[src/rtl/csr_timer.sv]
// CSR-mapped countdown timer with one-shot/periodic modes, a level interrupt
// cleared through TICLR, and a free-running 64-bit stable counter.
`timescale 1ns/1ps
module csr_timer #(
  parameter logic [13:0] TCFG_ADDR  = 14'h041,
  parameter logic [13:0] TVAL_ADDR  = 14'h042,
  parameter logic [13:0] TICLR_ADDR = 14'h044
) (
  input  logic        clk,
  input  logic        reset,
  input  logic [13:0] csr_addr,
  input  logic        csr_wen,
  input  logic [31:0] csr_wdata,
  output logic [31:0] csr_rdata,
  output logic        csr_hit,
  output logic        timer_int,
  output logic [63:0] stable_cnt
);

  logic [31:0] tcfg_q, tcfg_d;
  logic [31:0] tval_q, tval_d;
  logic        tis_q, tis_d;
  logic [63:0] stable_cnt_q, stable_cnt_d;

  logic        en;
  logic        periodic;
  logic [31:0] reload;
  logic        tick;
  logic        tcfg_wr;
  logic        ticlr_wr;

  assign en       = tcfg_q[0];
  assign periodic = tcfg_q[1];
  assign reload   = {tcfg_q[31:2], 2'b00};
  assign tick     = en && (tval_q == 32'd1);
  assign tcfg_wr  = csr_wen && (csr_addr == TCFG_ADDR);
  assign ticlr_wr = csr_wen && (csr_addr == TICLR_ADDR) && csr_wdata[0];

  always_comb begin
    // NOTE: every signal assigned here gets a default first, so no path can infer a latch.
    tcfg_d       = tcfg_q;
    tval_d       = tval_q;
    tis_d        = tis_q;
    stable_cnt_d = stable_cnt_q + 64'd1;

    // A zero TVAL never matches the tick or decrement terms, so it simply holds.
    if (tick) begin
      tval_d = periodic ? reload : 32'd0;
    end else if (en && (tval_q > 32'd1)) begin
      tval_d = tval_q - 32'd1;
    end

    // A configuration write overrides any countdown or reload on the same edge.
    if (tcfg_wr) begin
      tcfg_d = csr_wdata;
      tval_d = {csr_wdata[31:2], 2'b00};
    end

    // Set is evaluated last so a tick beats a simultaneous clear.
    if (ticlr_wr) tis_d = 1'b0;
    if (tick)     tis_d = 1'b1;
  end

  always_comb begin
    csr_rdata = 32'd0;
    csr_hit   = 1'b0;
    if (csr_addr == TCFG_ADDR) begin
      csr_rdata = tcfg_q;
      csr_hit   = 1'b1;
    end else if (csr_addr == TVAL_ADDR) begin
      csr_rdata = tval_q;
      csr_hit   = 1'b1;
    end else if (csr_addr == TICLR_ADDR) begin
      csr_hit   = 1'b1;
    end
  end

  // NOTE: state flops use non-blocking assignments so every flop samples pre-edge values.
  always_ff @(posedge clk or posedge reset) begin
    if (reset) begin
      tcfg_q       <= 32'd0;
      tval_q       <= 32'd0;
      tis_q        <= 1'b0;
      stable_cnt_q <= 64'd0;
    end else begin
      tcfg_q       <= tcfg_d;
      tval_q       <= tval_d;
      tis_q        <= tis_d;
      stable_cnt_q <= stable_cnt_d;
    end
  end

  assign timer_int  = tis_q;
  assign stable_cnt = stable_cnt_q;

endmodule

[config.mk]
export PLATFORM = sky130hd
export DESIGN_NAME = csr_timer
export DESIGN_NICKNAME = d
export VERILOG_FILES = /design/src/rtl/csr_timer.sv
export SDC_FILE = /design/constraint.sdc
export NUM_CORES = 1
export LEC_CHECK = 0
export ABC_AREA = 0
export ABC_CLOCK_PERIOD_IN_PS = 9300
export CORE_ASPECT_RATIO = 1.2
export CORE_MARGIN = 3
export CORE_UTILIZATION = 56
export DETAILED_ROUTE_END_ITERATION = 8
export MAX_ROUTING_LAYER = met4
export PLACE_DENSITY = 0.94
export SLEW_MARGIN = 25
export SYNTH_ARGS = -nofsm -noshare
export SYNTH_HDL_FRONTEND = slang
export SYNTH_SLANG_ARGS = --single-unit
[constraint.sdc]
create_clock -name clk -period 9.3 [get_ports clk]
set_input_delay 1.395 -clock clk [delete_from_list [all_inputs] [get_ports clk]]
set_output_delay 1.395 -clock clk [all_outputs]
set_load 0.02 [all_outputs]
======== After elaboration in Yosys (flattened, before gate mapping) ========
Index checks and enable logic that the tools add are counted.
cells by class
  $add $sub $neg .......................... 2
  $lt $le $gt $ge ......................... 1
  equality and inequality tests ........... 4
  multiplexer cells ....................... 11
  reduce and logical (&&, ||, !) cells .... 7
operator list
  operator                                                         count
  2-to-1 mux 32 bit                                                6
  adder 64 x 1 -> 64 bit (second input constant)                   1
  equality test 14 x 7 -> 1 bit (second input constant)            3
  equality test 32 x 1 -> 1 bit (second input constant)            1
  greater-than comparator 32 x 1 -> 1 bit (second input constant)  1
  subtractor 32 x 1 -> 32 bit (second input constant)              1
  logical AND 1 bit                                                5
  2-to-1 mux 1 bit                                                 5
  nonzero test 3 bit                                               1
  nonzero test 2 bit                                               1
storage, ports and cells
  register bits ........................... 129
  input port bits ......................... 49
  output and inout port bits .............. 98
  logic and storage cells ................. 29

======== Depth between registers and ports, before layout ========
  depth after elaboration ................. 5
  depth in mapped cells ................... 11
  mapped depth without buffers ............ 8

======== Worst setup path before layout ========
No wires, ideal clock.
  path kind ............................... in2out
  start ................................... in csr_addr[9]
  end ..................................... out csr_rdata[10]
  data arrival time ....................... 3.128 ns
  data required time ...................... 7.905 ns
  setup slack ............................. 4.777 ns
  cell stages on the path ................. 5
  buffers on the path ..................... 1
  cell sequence ........................... nor4b_1 -> nand3_1 -> nor4b_1 -> clkbuf_1 -> a22o_1
on the way
  word-level cells in the longest chain between the ends .. 3
  elaborated cells between the ends (all ways) .. 4
  those cells by class .................... eq/ne: 2; mux: 2
ends and longest elaborated chain
  element                        RTL line  RTL
  from (decl)                    11        input logic [13:0] csr_addr,
  equality test 14 x 7 -> 1 bit  70        end else if (csr_addr == TVAL_ADDR) begin
  2-to-1 mux 32 bit              70
  2-to-1 mux 32 bit (*)          67        if (csr_addr == TCFG_ADDR) begin
  to (decl)                      14        output logic [31:0] csr_rdata,
Every way passes the cells marked *; elsewhere a longest branch is shown, timed or not.

======== Worst setup path after layout ========
  start ................................... in csr_addr[8]
  end ..................................... out csr_rdata[26]
Same word-level chain as after synthesis.

==> results by stage <==
Worst setup path:
- For the worst setup path, the data arrival time is 4.60 ns.
- Counting both buffers and inverters, the worst setup path holds a total of 3.
- The launching element of the worst setup path is csr_addr[8].
- Data on the critical path is required at its endpoint by 7.91 ns.
- The capturing element of the worst setup path is csr_rdata[26].
- The dominant cell type by count on the critical path is clkdlybuf4s50_1.
- The critical path startpoint category is an input pin.
- The slowest stage of the critical path is the nor4b_4 cell.
- The kind of critical path is input pin to output port.
- The destination of the worst register-to-register timing path is tval_q[24].
- The number of cells on the worst reg-to-reg path is 6.
- The kind of end point of the critical path is an output port.
- The startpoint identified for the worst register-to-register timing path is tval_q[6].
- The signal on the critical path passes through clkdlybuf4s50_1 -> nor4b_1 -> nand3_1 -> nor4b_4 -> buf_4 -> a22o_1 -> clkdlybuf4s50_1.
- Along the worst path, the maximum fanout reaches 20.
- Among cell families on the critical path, the largest total delay comes from simple AND/OR/NAND/NOR gates.
- The flop-to-flop setup slack is 5.79 ns.
- The longest individual stage delay on the worst path is 0.76 ns.
- The path length in cells of the critical path is 7.

Global routing:
- The first global-routing pass estimated 31800 um of wire.
- Entering global routing, the biggest net connects 71 pins.
- Global routing finished with a remaining overflow of 0.
- The via count of the first global-routing pass is 6500.
- The number of antenna violations at the first check in global routing was 0.
- Global routing used 29.9% of the available tracks.

Clocking:
- The register clock-pin slew on the reported worst setup and hold paths is 0.06 ns.
- The TritonCTS sink count is 129.
- The number of levels the H-tree was split into is 4.
- The number of post-CTS setup repair buffers is 0.
- TritonCTS created 17 clock buffers.
- TritonCTS built the clock tree.
- CTS placed an instance of clkbuf_16 at the clock tree root.
- The clock reaches the later pin of the worst-skew pair after 0.41 ns.
- The maximum buffer depth of the clock tree is 2.
- Once the clock tree was built, the resizer swapped 0 gates to a different size.
- Buffers inserted to repair hold after CTS numbered 0.

Floorplan:
- The die boundary width is 107 um.
- The core region is 11800 sq um.
- For this design the top-level I/O count stands at 147.
- The floorplan has 43 rows.
- Once the floorplan was initialized, standard cells occupied 58.6% of the core.
- The y dimension of the die is 128 um.
- The floorplan die area is 13700 sq um.

Drt:
- The post-route antenna net violation count is 0.
- The first detailed-routing pass took 8 iterations.
- The routed layout has 6507 vias.
- For this run, design rule violations remaining after detail routing come to 0.
- In this run, the number of DRC markers left after iteration 0 of detailed routing was 538.
- The per-cell via count in the routed design is 6.20.
- The post-detailed-routing wire length is 19700 um.
- In the final routed layout, each cell accounts on average for 18.8 um.

Pwr:
- In this run the static leakage power is 4.08 nW.
- The overall power after layout is 1.24 mW.
- IR analysis of the VDD net gives a maximum drop of 96.0 uV.
- The power per standard cell area is 137 nW/um^2.

Synth:
- The register bit total from synthesis is 129.
- The Yosys warning count is 0.
- The post-synthesis sequential area ratio is 46.8%.
- In the synthesized netlist the async set-or-reset flop fraction comes to 100%.
- Averaged over all synthesized cells, the footprint is 9.24 sq um.
- Counting flops with a built-in enable in the synthesized netlist gives 0.
- Synthesis produced 747 cells.
- The number of distinct standard cells referenced by the synthesized netlist is 54.
- The commonest register cell after synthesis is dfrtp_1.
- The number of nets in the synthesized netlist is 799.
- The synthesized netlist occupies a cell area of 6900 sq um.

Timing:
- The minimum clock period is 6.00 ns.
- After layout, the worst path uses 64.5% of the clock period.
- For the final routed database, the setup TNS stands at 0 ns.
- The number of pins with negative max-slew slack in the final report is 0.
- Static timing analysis puts the maximum clock frequency at 0.167 GHz.
- The headroom to the max-slew limit is 37.2%.
- Setup slack on the critical path of the routed design comes to 3.30 ns.
- Setup violations remaining at the end of the flow were counted as 0.
- Across the routed clock network, the largest skew measured is 0.0102 ns.
- The number of hold violations in the final report is 0.
- Setup repair after global routing left no endpoint under its margin.
- At the pin with the least slew margin, the transition time is 0.935 ns.

Final layout:
- The fraction of the core area covered by cells at the end of the flow is 76.6%.
- The final standard cell count with taps included and fillers excluded is 1050.
- The area added between synthesis and finish is 30.6%.
- The number of inserted filler cells in the final layout is 775.
- The number of antenna cells inserted is 0.
- The net total in the final layout is 932.
- Of the cells placed in the final design, the portion with a size suffix greater than 1 is 5.82%.

Min path:
- The cell depth of the worst min-delay path is 1.
- The classification of the worst-slack hold path is flop to flop.

Placed design:
- Detailed placement ended at an HPWL of 13200 um.
- The worst slack after detailed placement is 3.00 ns.
- The routability-driven placement congestion ratio is 0.940.
- The cell count after placement is 1018.
- The count of port buffers added during placement is 146.

Outcome:
- The run finished with clean final reports.

Run:
- The max-cap violation count is 0.
==> layout make-up <==
cell class                      instances  area, sq um  share of cell area (%)
Timing Repair Buffer                  154         1520                    16.9
Multi-Input combinational cell        572         3500                    38.8
Clock inverter                         15          124                    1.37
Sequential cell                       129         3230                    35.8
Clock buffer                           17          425                    4.72
Tap cell                              157          196                    2.18
Inverter                                6         25.0                   0.277
==> worst min path at each step <==
stage / startpoint / end / slack, ns
final: stable_cnt[63] / stable_cnt[63] / 0.47
after detailed placement: stable_cnt[56] / stable_cnt[56] / 0.48
after floorplan: tcfg_q[11] / tcfg_q[11] / 0.46
after global placement: stable_cnt[63] / stable_cnt[63] / 0.46
after CTS: stable_cnt[63] / stable_cnt[63] / 0.48
after global routing: stable_cnt[63] / stable_cnt[63] / 0.48
==> cell usage after synthesis, types with 3 or more instances <==
cell	count	area, sq um
clkbuf_1	29	109
a21boi_0	23	173
xnor2_1	41	359
a21o_1	5	37.5
inv_1	6	22.5
a21oi_1	22	110
or3_1	5	31.3
nand3_1	56	280
o211ai_1	4	30.0
o2bb2ai_1	15	131
buf_1	3	11.3
a22o_1	34	298
ha_1	3	37.5
nor3b_1	4	30.0
and2_1	9	56.3
and4_1	11	96.3
nor3_1	24	120
buf_2	3	15.0
buf_6	4	45.0
nor4b_1	7	61.3
dfrtp_1	129	3230
nor2_1	61	229
o21ai_0	8	40.0
a222oi_1	6	60.1
nand2_1	130	488
nor4_1	13	81.3
and3_1	6	37.5
nand4_1	26	163
or4_1	7	52.6
xor2_1	24	210
==> layer usage <==
layer	track usage [%]	share of wire, %	vias to the layer above
met1	35.4	39	3135
met5	-	0	-
li1	-	-	2974
met2	49.4	49	347
met3	7.68	9.0	51
met4	11.2	2.3	0
==> where the power goes <==
part | leakage [nW] | internal [mW] | switching [mW]
sequential | 1.78 | 0.562 | 0.00132
combinational | 2.05 | 0.0272 | 0.0290
clock | 0.250 | 0.346 | 0.272
==> state kept, by name, summed over array words and instances, names as in the netlist <==
name,flops
stable_cnt,64
tcfg_q,32
timer_int,1
tval_q,32
==> through the flow <==
stage | area (sq um) | hold slack (ns)
final | 9020 | 0.475
after global routing | 9020 | 0.481
after CTS | 9010 | 0.476
after detailed placement | 8460 | 0.476
after global placement | 8450 | 0.463
after floorplan | 6900 | 0.457
==> cells by family after synthesis <==
kind of cell,share of synthesized area (%)
fa+ha+maj,0.544
xor+xnor,8.25
buf+inv,3.01
simple gates,27.0
compound gates,14.5
flops,46.8
==> cell usage in the layout, fill, tap and decap left out, drive strengths merged, types with 4 or more instances in the layout <==
cell type,Yosys,layout
dfrtp,129,129
and3,6,6
nor4,15,15
a21o,5,5
nand4,26,26
nor4b,7,7
or4,8,8
or3,5,5
buf,10,8
o211ai,4,4
inv,6,12
nor2,61,61
nand2,130,130
a222oi,6,6
and4,11,11
o2bb2ai,16,16
nor3b,4,4
and2,10,10
xnor2,41,41
a21oi,22,22
a22o,34,34
clkinvlp,0,6
xor2,24,24
o21ai,9,9
nand3,56,56
a21boi,23,23
clkbuf,30,17
nor3,24,24
clkdlybuf4s50,0,146
Note: power is estimated with default switching activity, not from simulation.
